## src/rtl/inst_fetch.sv

```systemverilog
// ---------------------------------------------------------------------------
// inst_fetch
//
// Fetch stage of the RK16 core, directly upstream of the instruction decoder.
// Each instruction is 32 bits wide and is stored as two consecutive 16-bit
// halfwords in program memory. The high half is at pc and the low half is at
// pc+1. This block reads both halves, assembles them into {hi, lo}, and
// presents the result to the decoder through a valid/ready handshake.
// A redirect (jump/branch) from a later stage has priority in every state.
// It flushes any fetch that is in flight.
//
// Parameters
//   PC_W       width of the program counter and of the halfword address
//   RESET_PC   first fetch address after reset (bit 0 forced to 0)
//
// Ports
//   clk         in   core clock
//   rst_n       in   asynchronous active-low reset
//   mem_req     out  read request for mem_addr (memory always accepts)
//   mem_addr    out  halfword address of the current request
//   mem_rdata   in   read data, valid while mem_rvalid=1
//   mem_rvalid  in   read response, >=1 cycle after mem_req, one outstanding
//   inst        out  assembled instruction {hi, lo}
//   inst_pc     out  address of the high half of inst
//   inst_valid  out  inst / inst_pc hold a valid instruction
//   inst_ready  in   decoder accepts inst this cycle
//   jump_en     in   redirect request
//   jump_addr   in   redirect target (bit 0 ignored)
// ---------------------------------------------------------------------------
module inst_fetch #(
  parameter int              PC_W     = 16,
  parameter logic [PC_W-1:0] RESET_PC = '0
) (
  input  logic            clk,
  input  logic            rst_n,
  output logic            mem_req,
  output logic [PC_W-1:0] mem_addr,
  input  logic [15:0]     mem_rdata,
  input  logic            mem_rvalid,
  output logic [31:0]     inst,
  output logic [PC_W-1:0] inst_pc,
  output logic            inst_valid,
  input  logic            inst_ready,
  input  logic            jump_en,
  input  logic [PC_W-1:0] jump_addr
);

  typedef enum logic [2:0] {
    S_BOOT,
    S_REQ_HI,
    S_WAIT_HI,
    S_REQ_LO,
    S_WAIT_LO,
    S_HOLD,
    S_DISCARD
  } state_t;

  // Instructions are halfword-pair aligned, so bit 0 of every fetch pc is 0.
  localparam logic [PC_W-1:0] ResetPcAligned = {RESET_PC[PC_W-1:1], 1'b0};

  state_t          r_state;
  state_t          w_stateNext;
  logic [PC_W-1:0] r_pc;
  logic [PC_W-1:0] w_pcNext;
  logic [15:0]     r_hi;
  logic [15:0]     w_hiNext;
  logic [31:0]     r_inst;
  logic [31:0]     w_instNext;
  logic [PC_W-1:0] r_instPc;
  logic [PC_W-1:0] w_instPcNext;

  logic [PC_W-1:0] w_jumpTarget;
  logic [PC_W-1:0] w_pcPlus1;
  logic [PC_W-1:0] w_pcPlus2;

  // Address arithmetic. The additions wrap modulo 2^PC_W, so a fetch that
  // starts at the top of memory continues at address 0.
  assign w_jumpTarget = {jump_addr[PC_W-1:1], 1'b0};
  assign w_pcPlus1    = r_pc + PC_W'(1);
  assign w_pcPlus2    = r_pc + PC_W'(2);

  // State and datapath registers. Reset clears the presented instruction,
  // so the decoder sees zeros, not stale data, after a mid-fetch reset.
  always_ff @(posedge clk or negedge rst_n) begin
    if (!rst_n) begin
      r_state  <= S_BOOT;
      r_pc     <= ResetPcAligned;
      r_hi     <= '0;
      r_inst   <= '0;
      r_instPc <= '0;
    end else begin
      r_state  <= w_stateNext;
      r_pc     <= w_pcNext;
      r_hi     <= w_hiNext;
      r_inst   <= w_instNext;
      r_instPc <= w_instPcNext;
    end
  end

  // Next-state and datapath update.
  // A redirect always loads the aligned target into pc. The state it goes to
  // depends on whether a memory response is still owed. A response that
  // would arrive later must be absorbed in DISCARD. It must not be mistaken
  // for data at the new target.
  always_comb begin
    w_stateNext  = r_state;
    w_pcNext     = r_pc;
    w_hiNext     = r_hi;
    w_instNext   = r_inst;
    w_instPcNext = r_instPc;

    if (jump_en) begin
      w_pcNext = w_jumpTarget;
    end

    case (r_state)
      S_BOOT: begin
        w_stateNext = S_REQ_HI;
      end

      S_REQ_HI: begin
        // The request issued this cycle stays outstanding even on a redirect.
        w_stateNext = jump_en ? S_DISCARD : S_WAIT_HI;
      end

      S_WAIT_HI: begin
        if (jump_en) begin
          w_stateNext = mem_rvalid ? S_REQ_HI : S_DISCARD;
        end else if (mem_rvalid) begin
          w_hiNext    = mem_rdata;
          w_stateNext = S_REQ_LO;
        end
      end

      S_REQ_LO: begin
        w_stateNext = jump_en ? S_DISCARD : S_WAIT_LO;
      end

      S_WAIT_LO: begin
        if (jump_en) begin
          w_stateNext = mem_rvalid ? S_REQ_HI : S_DISCARD;
        end else if (mem_rvalid) begin
          w_instNext   = {r_hi, mem_rdata};
          w_instPcNext = r_pc;
          w_stateNext  = S_HOLD;
        end
      end

      S_HOLD: begin
        // A handshake in the same cycle as a redirect does not count, so pc
        // advances by two only when no redirect is present.
        if (jump_en) begin
          w_stateNext = S_REQ_HI;
        end else if (inst_ready) begin
          w_pcNext    = w_pcPlus2;
          w_stateNext = S_REQ_HI;
        end
      end

      S_DISCARD: begin
        if (mem_rvalid) begin
          w_stateNext = S_REQ_HI;
        end
      end

      default: begin
        w_stateNext = S_BOOT;
      end
    endcase
  end

  // Outputs are decoded from the state alone. mem_rvalid in any state other
  // than WAIT_HI, WAIT_LO or DISCARD has no effect.
  assign mem_req    = (r_state == S_REQ_HI) || (r_state == S_REQ_LO);
  assign mem_addr   = (r_state == S_REQ_LO) ? w_pcPlus1 : r_pc;
  assign inst_valid = (r_state == S_HOLD);
  assign inst       = r_inst;
  assign inst_pc    = r_instPc;

endmodule

```

## config.mk

```make
export PLATFORM = sky130hd
export DESIGN_NAME = inst_fetch
export DESIGN_NICKNAME = d
export VERILOG_FILES = /design/src/rtl/inst_fetch.sv
export SDC_FILE = /design/constraint.sdc
export NUM_CORES = 1
export LEC_CHECK = 0
export CAP_MARGIN = 10
export CORE_AREA = 8 8 116 118
export CTS_BUF_LIST = sky130_fd_sc_hd__clkbuf_8
export DETAILED_ROUTE_END_ITERATION = 16
export DIE_AREA = 0 0 124 126
export PLACE_DENSITY = 0.7
export SYNTH_ARGS = -nofsm -noshare
export SYNTH_HDL_FRONTEND = slang
export SYNTH_SLANG_ARGS = --single-unit
```

## constraint.sdc

```tcl
create_clock -name clk -period 2.1 [get_ports clk]
set_input_delay 0.315 -clock clk [delete_from_list [all_inputs] [get_ports clk]]
set_output_delay 0.315 -clock clk [all_outputs]
set_load 0.005 [all_outputs]
```

Word-level counts from Yosys, hierarchy flattened --
Cells that the tools add are included.
Cells by class: add/sub/neg operators 2, equality and inequality tests 10, multiplexer cells 16, bitwise logic cells 1, reductions and logical operators 5
Operators by type and width (number):
- two-way mux 16 bit | 5
- two-way mux 3 bit | 9
- one-hot mux 3 bit (7 select lines) | 1
- adder 16 x 1 -> 16 bit, second input constant | 1
- adder 16 x 2 -> 16 bit, second input constant | 1
- == test 3 bit, second input constant | 3
- == test 3 x 2 -> 1 bit, second input constant | 2
- != test 3 bit, second input constant | 2
- AND reduction 3 bit | 2
- AND reduction 4 bit | 1
- == test 3 x 1 -> 1 bit, second input constant | 1
- logical NOT 3 bit | 1
- != test 3 x 1 -> 1 bit, second input constant | 1
- two-way mux 2 bit | 1
- != test 2 bit, second input constant | 1
- logical OR 1 bit | 1
- inverter 1 bit | 1
Storage, ports and cells: register bits 83, input bits 37, output and inout bits 66, word-level logic and storage cells 39

Logic depth before layout (Yosys ltp) --
Gate-level depths: netlist of the first run.
depth in word-level cells 4, mapped depth 6, gate-level depth less buffers 5

Worst setup path after synthesis of the first run --
Ideal clock, no wire load.
path kind register to output, start point reg r_state[2], end point out mem_addr[14], arrival time 1.431 ns, data required time 1.785 ns, slack 0.354 ns, stages on the path, launching flop included 6, buffers on the path 1, path through dfrtp_1 -> buf_2 -> nand3b_4 -> or3_4 -> nor3_2 -> xor2_1
On the way: word-level cells in the longest chain between the ends 2
RTL lines:
- start, declared | line 61 | state_t r_state;
- start signal, assigned | line 92 | r_state <= w_stateNext;
- == test 3 x 2 -> 1 bit | line 175 | assign mem_addr = (r_state == S_REQ_LO) ? w_pcPlus1 : r_pc;
- two-way mux 16 bit | line 175
- end, declared | line 37 | output logic [PC_W-1:0] mem_addr,
Every way passes these cells.

Final worst setup path of the first run --
start point reg r_pc[1], end point out mem_addr[14]
On the way: word-level cells in the longest chain between the ends 2
RTL lines:
- start, declared | line 63 | logic [PC_W-1:0] r_pc;
- start signal, assigned | line 87 | r_pc <= ResetPcAligned;
- start signal, assigned | line 93 | r_pc <= w_pcNext;
- adder 16 x 1 -> 16 bit | line 79 | assign w_pcPlus1 = r_pc + PC_W'(1);
- two-way mux 16 bit | line 175
Every way passes these cells.

==> results of run 1 <==
## logic make-up (layout without fill, tap and decap cells)
family / after synthesis / count (layout) / synth area share, %
flip-flops: 83 / 83 / 53.57
XOR/XNOR: 27 / 27 / 6.099
multiplexers: 67 / 67 / 19.36
buffers and inverters: 21 / 183 / 3.065
adder cells (fa/ha/maj): 2 / 2 / 0.6453
AO/OA/AOI/OAI: 22 / 22 / 3.389
AND/OR/NAND/NOR: 81 / 81 / 13.88
## path summary, 6_finish.rpt
kind                            cells after the start  slack, ns            to    start
min in group clk                                    1       0.51       inst[4]  inst[4]
worst max register to register                     15      -0.01      r_pc[15]  r_pc[1]
worst max-delay path                                7      -0.13  mem_addr[14]  r_pc[1]
worst min register to register                      1       0.51       inst[4]  inst[4]
max in group asynchronous                           3       0.95      inst[17]    rst_n
worst min-delay path                                2       0.51   inst_pc[12]    rst_n
## power by group through the flow
stage	sequential, mW	combinational, mW	clock (mW)
floorplan	2.60	1.04	0
global placement	2.57	2.50	0
detailed placement	2.62	2.54	0
CTS	2.60	2.59	1.31
global route	2.69	2.80	1.36
finish	2.59	2.58	1.27
## cell usage after synthesis (2+ instances only)
library cell	instances	share of area [%]
dfrtp_1	83	54
mux2_2	64	19
nand2_1	28	2.7
xnor2_1	19	4.3
nor2_1	10	0.97
buf_2	8	1.0
nand3_1	8	1.0
o21ai_1	8	1.0
xor2_1	8	1.8
nor4_2	6	1.9
o21ai_0	6	0.77
nor3_2	5	1.3
buf_4	4	0.77
clkbuf_1	4	0.39
nor2b_1	4	0.65
nor3_1	4	0.52
inv_1	3	0.29
mux2i_1	3	0.77
a21oi_1	2	0.26
buf_6	2	0.58
ha_1	2	0.65
nand2b_1	2	0.32
nand4_4	2	1.1
nor4_1	2	0.32
o32ai_1	2	0.45
## area by class of cell
type,instances,area (µm²)
repair buffers,165,1529
multi-input cells,199,1876
inverters,3,11.26
flip-flops and latches,83,2079
clock buffers,9,123.9
well taps,147,183.9
clock inverters,6,90.09
fillers,1060,5818
## repair_timing
item	4_1_cts	5_1_grt
hold buffers	1	0
endpoints found under the setup margin	16	15
pin swaps	17	22
buffers inserted	19	11
hold endpoints to repair	44	0
gates resized for setup	70	40
## metal layers
metal,track usage (%),vias up,routed length (µm)
met3,5.987,23,1152
met5,0,-,0
met2,22.38,108,5152
li1,-,1372,-
met4,5.322,0,246
met1,15.56,1437,4252
## per-stage QoR
stage	setup slack [ns]	hold WS [ns]	utilization, %	TNS [ns]
after floorplan	0.3538	0.01941	-	0
after global placement	-0.09278	0.3628	45.12	-0.4796
after detailed placement	-0.1309	0.3719	45.12	-0.7610
after CTS	-0.2349	0.4968	49.12	-1.074
after global routing	-0.2602	0.5241	50.32	-1.428
final	-0.1320	0.5062	50.32	-0.5892
## sequential cells by signal, summed over array words and instances, names as in the netlist
name / flops
inst_pc: 16
inst: 32
r_pc: 16
r_state: 3
r_hi: 16
==> flow_summary.json, run 1 <==
{
  "io_buffers": 101,
  "placementRows": 40,
  "outcome": "finished with violations",
  "syn_nets": 342,
  "crit_buf_inv": 2,
  "postLayoutCellArea_mm2": 0.005893,
  "period_share_pct": 106.3,
  "powerDensity_mw_per_mm2": 1093,
  "power.leakage_nw": 2.578,
  "setup_viol": 6,
  "drtAntennaViolNets": 0,
  "nets": 500,
  "worst_hold_path_type": "in -> async",
  "totalWireLength_mm": 10.80,
  "crit_type": "reg -> out",
  "core-area_mm2": 0.01171,
  "drc_errors": 0,
  "ys_seq_area_share_pct": 53.57,
  "clk_latency_ns": 0.36,
  "num_vias": 2940,
  "hpwl_mm": 7.334,
  "critical-path-top-delay-family": "simple AND/OR/NAND/NOR gates",
  "dp.cells": 570,
  "tightest_slew_ns": 0.6176,
  "violations": "negative setup slack",
  "path_max_fanout": 4,
  "drive_gt1_share_pct": 43.01,
  "power.internal_mw": 4.563,
  "syn_area_per_cell_um2": 12.80,
  "synth-edff-count": 0,
  "dr.pass1.iters": 4,
  "antenna_found_initial": 0,
  "synth_warnings": 0,
  "min_period_ns": 2.232,
  "crit_path_max_incr_delay_ns": 0.43,
  "required_ns": 1.78,
  "globalRouteTotalUtil_pct": 13.79,
  "slew_viol_final": 0,
  "synth_seq_cells": 83,
  "max_cap_viol_count": 0,
  "via_per_inst": 4.804,
  "synthArstFlopShare_pct": 100.0,
  "path_cells": "buf_6 > ha_4 > nand3_2 > or3_4 > nor3_4 > xor2_1 > buf_2",
  "power_frac_comb_pct": 40.1,
  "start_util_pct": 33.11,
  "area_delta_synth_final_pct": 51.98,
  "htreeDepth": 3,
  "clockRootBuffer": "clkbuf_8",
  "p_clk_share_pct": 19.7,
  "io-pin-count": 103,
  "hold_violations": 0,
  "grt_pass1_vias": 3261,
  "grt_pass1_wl_mm": 16.93,
  "crit_slowest_cell": "or3_4",
  "place.gp.congestion": 0.8067,
  "num_antenna_cells": 0,
  "layout_commonest_cell": "clkdlybuf4s50_1",
  "overflow": 0,
  "crit_path_end_kind": "output pin",
  "synthCells": 303,
  "clk_pin_slew_worst_paths_ns": 0.09,
  "rsz0062_at_grt": "true",
  "drt_iter0_markers": 105,
  "seq_power_share_pct": 40.2,
  "crit_arrival_ns": 1.92,
  "power_switching_mw": 1.875,
  "total_power_mw": 6.438,
  "cts_tree": "yes",
  "clk_path_buf_depth": 2,
  "cts_buffers": 9,
  "fmax_mhz": 448.0,
  "irDropWorstVdd_uv": 654.8,
  "numClockSinks": 83,
  "die_area_mm2": 0.01562,
  "relSlewSlack_pct": 58.83,
  "setup_ws_ns": -0.1320,
  "synth_cell_types": 39,
  "dieHeight_um": 126,
  "fin_worst_skew_ns": 0.009065,
  "fin_cells": 612,
  "ys.flop_type": "dfrtp_1",
  "crit_path_start_kind": "flip-flop",
  "p_sw_share_pct": 29.12,
  "dieWidth_um": 124,
  "avgRoutedWirePerCell_um": 17.65,
  "synth_area_mm2": 0.003877,
  "layout_common_cells": "clkdlybuf4s50_1, dfrtp_1, mux2_2",
  "grt_start_max_net_pins": 46,
  "dpl-instance-area_mm2": 0.005284
}
Power figures use the tool's default switching activity.
==> run 2, diff against run 1 <==
- CORE_AREA: 8 8 116 118 -> 8 8 98 100
- DIE_AREA: 0 0 124 126 -> 0 0 106 108
- PLACE_DENSITY: 0.7 -> 0.8
- REMOVE_ABC_BUFFERS: default -> 1
==> flow_summary.json, run 2 (synthesis gave the netlist of run 1 again) <==
{
  "endpoint": "mem_addr[10]",
  "fill_cells": 584,
  "rsz0062_at_grt": "true",
  "grt_pass1_vias": 3189,
  "slew_viol_final": 0,
  "totalWireLength_mm": 10.22,
  "grt_pass1_wl_mm": 16.37,
  "hold_violations": 0,
  "via_per_inst": 5.126,
  "timing.setup.tns_ns": -0.4741,
  "place.gp.congestion": 0.8415,
  "grt_start_max_net_pins": 40,
  "crit_path_start_kind": "flip-flop",
  "avgRoutedWirePerCell_um": 17.93,
  "area_delta_synth_final_pct": 50.34,
  "max_cap_viol_count": 0,
  "violations": "negative setup slack",
  "cts_tree": "yes",
  "period_share_pct": 106.0,
  "crit_arrival_ns": 1.91,
  "r2r-start": "r_state[0]",
  "io-pin-count": 103,
  "cts_buffers": 9,
  "drc_errors": 0,
  "tightest_slew_ns": 0.5021,
  "reg2regPathDepth": 7,
  "fin_worst_skew_ns": 0.01436,
  "relSlewSlack_pct": 66.53,
  "dr.pass1.iters": 4,
  "drive_gt1_share_pct": 42.58,
  "clk_pin_slew_worst_paths_ns": 0.08,
  "clk_latency_ns": 0.35,
  "globalRouteTotalUtil_pct": 17.91,
  "power.leakage_nw": 2.578,
  "overflow": 0,
  "drt_iter0_markers": 84,
  "path_max_fanout": 4,
  "io_buffers": 101,
  "clockRootBuffer": "clkbuf_8",
  "powerDensity_mw_per_mm2": 1125,
  "whs_ns": 0.4841,
  "clk_path_buf_depth": 2,
  "crit_type": "reg -> out",
  "die_area_mm2": 0.01145,
  "layout_common_cells": "clkdlybuf4s50_1, dfrtp_1, mux2_2",
  "grt-busiest-layer": "met2",
  "nets": 499,
  "antenna_found_initial": 0,
  "required_ns": 1.78,
  "met3_usage_pct": 3.331,
  "dieWidth_um": 106,
  "min_period_ns": 2.225,
  "startpoint": "r_pc[1]",
  "drtAntennaViolNets": 0,
  "largest_reg_flops": 32,
  "setup_viol": 7,
  "use_met1_pct": 20.68,
  "placementRows": 33,
  "worst_hold_path_type": "in -> async",
  "grt_use_met2_pct": 31.46,
  "htreeDepth": 3,
  "rrSetupSlack_ns": 0.23,
  "dieHeight_um": 108,
  "fmax_mhz": 449.4,
  "num_vias": 2922,
  "regToRegEndpoint": "r_pc[13]",
  "numClockSinks": 83,
  "core-area_mm2": 0.008051,
  "start_util_pct": 48.16,
  "hpwl_mm": 7.118,
  "crit_path_end_kind": "output pin",
  "irDropWorstVdd_uv": 632.2,
  "setup_ws_ns": -0.1253,
  "outcome": "finished with violations",
  "num_antenna_cells": 0
}
## run 2: power breakdown
group / switching [mW] / leakage, nW / internal (mW)
combinational: 0.934 / 1.43 / 1.72
sequential: 0.350 / 1.03 / 2.23
clock: 0.604 / 0.113 / 0.713
total: 1.89 / 2.58 / 4.67
## run 2: critical path, stage by stage, from the launching register on
cell,delay [ns]
dfrtp_1,0.38
buf_6,0.12
ha_4,0.13
nand3_2,0.06
or3_4,0.41
buf_6,0.14
nor2_4,0.07
xor2_1,0.14
buf_2,0.13
## run 2: area by class of cell
cell class	count	area [µm²]	area share [%]
Timing Repair Buffer	164	1494	25.63
Inverter	3	11.26	0.1932
Sequential cell	83	2077	35.63
Multi-Input combinational cell	199	1884	32.32
Tap cell	105	131.4	2.254
Clock inverter	6	93.84	1.610
Clock buffer	10	137.6	2.361
## run 2: worst min-delay path by stage
stage / slack [ns] / startpoint / endpoint
after floorplan: 0.02 / rst_n / inst[0]
after global placement: 0.32 / rst_n / r_pc[13]
after detailed placement: 0.33 / rst_n / r_pc[13]
after CTS: 0.49 / jump_addr[12] / r_pc[12]
after global routing: 0.51 / r_hi[0] / inst[16]
final: 0.48 / rst_n / r_pc[13]
## run 2: per-layer routing
metal | up-vias | part of all wire (%)
li1 | 1369 | -
met1 | 1479 | 40
met2 | 61 | 54
met3 | 13 | 4.1
met4 | 0 | 1.7
met5 | - | 0
## run 2: what timing repair did
| item | 4_1_cts | 5_1_grt |
|---|---|---|
| gates resized for setup | 85 | 16 |
| hold endpoints to repair | 36 | 0 |
| setup endpoints to repair | 17 | 15 |
| pin swaps | 16 | 16 |
| setup buffers | 14 | 5 |
| hold buffers | 1 | 0 |
## run 2: stage by stage
| stage | total power, mW | std cells | utilization, % | cell area (µm²) | setup slack (ns) |
|---|---|---|---|---|---|
| floorplan | 3.573 | 285 | - | 3770 | -1.084 |
| global route | 6.940 | 570 | 72.40 | 5829 | -0.2131 |
| detailed placement | 5.162 | 536 | 65.72 | 5291 | -0.1061 |
| global placement | 5.038 | 536 | 65.72 | 5291 | -0.07817 |
| finish | 6.555 | 570 | 72.40 | 5829 | -0.1253 |
| CTS | 6.568 | 567 | 71.42 | 5751 | -0.1670 |
==> run 3, diff against run 2 <==
- CORE_AREA: 8 8 98 100 -> 8 8 94 96
- DIE_AREA: 0 0 106 108 -> 0 0 102 104
- PLACE_DENSITY: 0.8 -> 0.86
- clock period: 2.1 -> 2.65 ns (I/O delays scaled with it)
==> flow_summary.json, run 3 (synthesis gave the netlist of run 1 again) <==
{
  "setup_viol": 0,
  "clk_path_buf_depth": 2,
  "placementRows": 32,
  "clk_latency_ns": 0.35,
  "p_clk_share_pct": 20.8,
  "largest_reg_flops": 32,
  "layout_commonest_cell": "clkdlybuf4s50_1",
  "place.gp.congestion": 0.8344,
  "dieHeight_um": 104,
  "multi_input_area_mm2": 0.001758,
  "io_buffers": 101,
  "drtAntennaViolNets": 0,
  "postLayoutCellArea_mm2": 0.005466,
  "clk_pin_slew_worst_paths_ns": 0.09,
  "timing.setup.tns_ns": 0,
  "start_util_pct": 52.07,
  "fin_util_pct": 73.40,
  "worst_hold_path_type": "in -> async",
  "p_sw_share_pct": 28.94,
  "totalWireLength_mm": 9.372,
  "drive_gt1_share_pct": 33.49,
  "power.leakage_nw": 2.341,
  "whs_ns": 0.006318,
  "dr.pass1.iters": 4,
  "fmax_mhz": 392.5,
  "grt_pass1_vias": 3065,
  "fin_cells": 532,
  "crit_path_end_kind": "output pin",
  "drc_errors": 0,
  "via_per_inst": 5.295,
  "power_frac_comb_pct": 38.2,
  "cts_buffers": 9,
  "layout_common_cells": "clkdlybuf4s50_1, dfrtp_1, mux2_2",
  "outcome": "finished clean",
  "relSlewSlack_pct": 66.68,
  "globalRouteTotalUtil_pct": 18.19,
  "numClockSinks": 83,
  "nets": 464,
  "power.internal_mw": 3.583,
  "period_share_pct": 96.15,
  "irDropWorstVdd_uv": 536.1,
  "tightest_slew_ns": 0.4997,
  "required_ns": 2.25,
  "grt_pass1_wl_mm": 15.29,
  "num_antenna_cells": 0,
  "dp.cells": 499,
  "path_max_fanout": 6,
  "drt_iter0_markers": 91,
  "antenna_found_initial": 0,
  "crit_type": "reg -> out",
  "io-pin-count": 103,
  "avgRoutedWirePerCell_um": 17.62,
  "core-area_mm2": 0.007447,
  "fill_cells": 532,
  "dieWidth_um": 102,
  "die_area_mm2": 0.01061,
  "powerDensity_mw_per_mm2": 922.4,
  "max_cap_viol_count": 0,
  "dpl-instance-area_mm2": 0.005020,
  "grt_start_max_net_pins": 48,
  "area_delta_synth_final_pct": 40.98,
  "register_area_mm2": 0.002087,
  "min_period_ns": 2.548,
  "crit_arrival_ns": 2.15,
  "power_switching_mw": 1.459,
  "hold_violations": 0,
  "hpwl_mm": 6.574,
  "clockRootBuffer": "clkbuf_8",
  "overflow": 0,
  "crit_path_start_kind": "flip-flop",
  "seq_power_share_pct": 41.0,
  "cts_tree": "yes",
  "slew_viol_final": 0,
  "fin_worst_skew_ns": 0.006903,
  "num_vias": 2817,
  "htreeDepth": 3
}
-- run 3: cell count changes in the layout (fill, tap and decap cells not counted), moves of 3 or more --
cell and change:
xnor2_1 +4, buf_2 -13, nor2_1 +4, dfrtp_1 -8, clkdlybuf4s50_1 +12, buf_4 -25
dlymetal6s2s_1 +3, buf_6 -7, dfrtp_2 +8, nor2_4 -3, nand3_1 +3, xnor2_2 -4
-- run 3: what timing repair did --
action / 4_1_cts / 5_1_grt
buffers inserted: 10 / 7
pin swaps: 2 / 2
hold buffers: 0 / 0
resized for setup: 8 / 18
endpoints found under the setup margin: 10 / 9
-- run 3: final timing paths --
check,startpoint,to,slack (ns),depth (start not counted)
worst max-delay path,r_pc[1],mem_addr[13],0.10,7
worst min-delay path,rst_n,r_pc[13],0.006,1
worst max register to register,r_state[1],inst[5],0.83,5
worst min register to register,r_hi[10],inst[26],0.51,1
max in group asynchronous,rst_n,r_pc[1],2.00,2
min in group clk,r_hi[10],inst[26],0.51,1
-- run 3: critical path, stage by stage (launching register included) --
cell             delay (ns)
dfrtp_2                0.40
buf_4                  0.12
ha_4                   0.17
nand2_2                0.12
nor3_4                 0.18
nand3_1                0.15
xnor2_2                0.14
clkdlybuf4s50_1        0.52
-- run 3: layout make-up --
cell class,count,area share [%]
flip-flops and latches,83,38.18
clock buffers,9,2.266
well taps,102,2.335
clock inverters,7,1.946
inverters,3,0.2060
repair buffers,129,22.91
multi-input cells,199,32.16
-- run 3: power groups by stage --
stage	registers (mW)	logic [mW]	clock network, mW
global route	2.14	2.07	1.11
detailed placement	2.11	1.88	0
CTS	2.07	1.93	1.07
floorplan	2.12	0.710	0
global placement	2.07	1.82	0
finish	2.07	1.93	1.05
-- run 3: layer usage --
layer  track usage (%)  share of wire, %  vias to the layer above
met2             31.63                53                       58
met1             21.71                42                     1448
met3             2.677               3.8                       14
met5                 0                 0                        -
met4             7.030               1.8                        0
li1                  -                 -                     1297
-- run 3: metrics by stage --
stage	power [mW]	setup WS, ns
global placement	3.885	0.2642
finish	5.042	0.1020
detailed placement	3.991	0.1685
floorplan	2.831	-0.5344
CTS	5.077	0.005425
global route	5.321	-0.01567
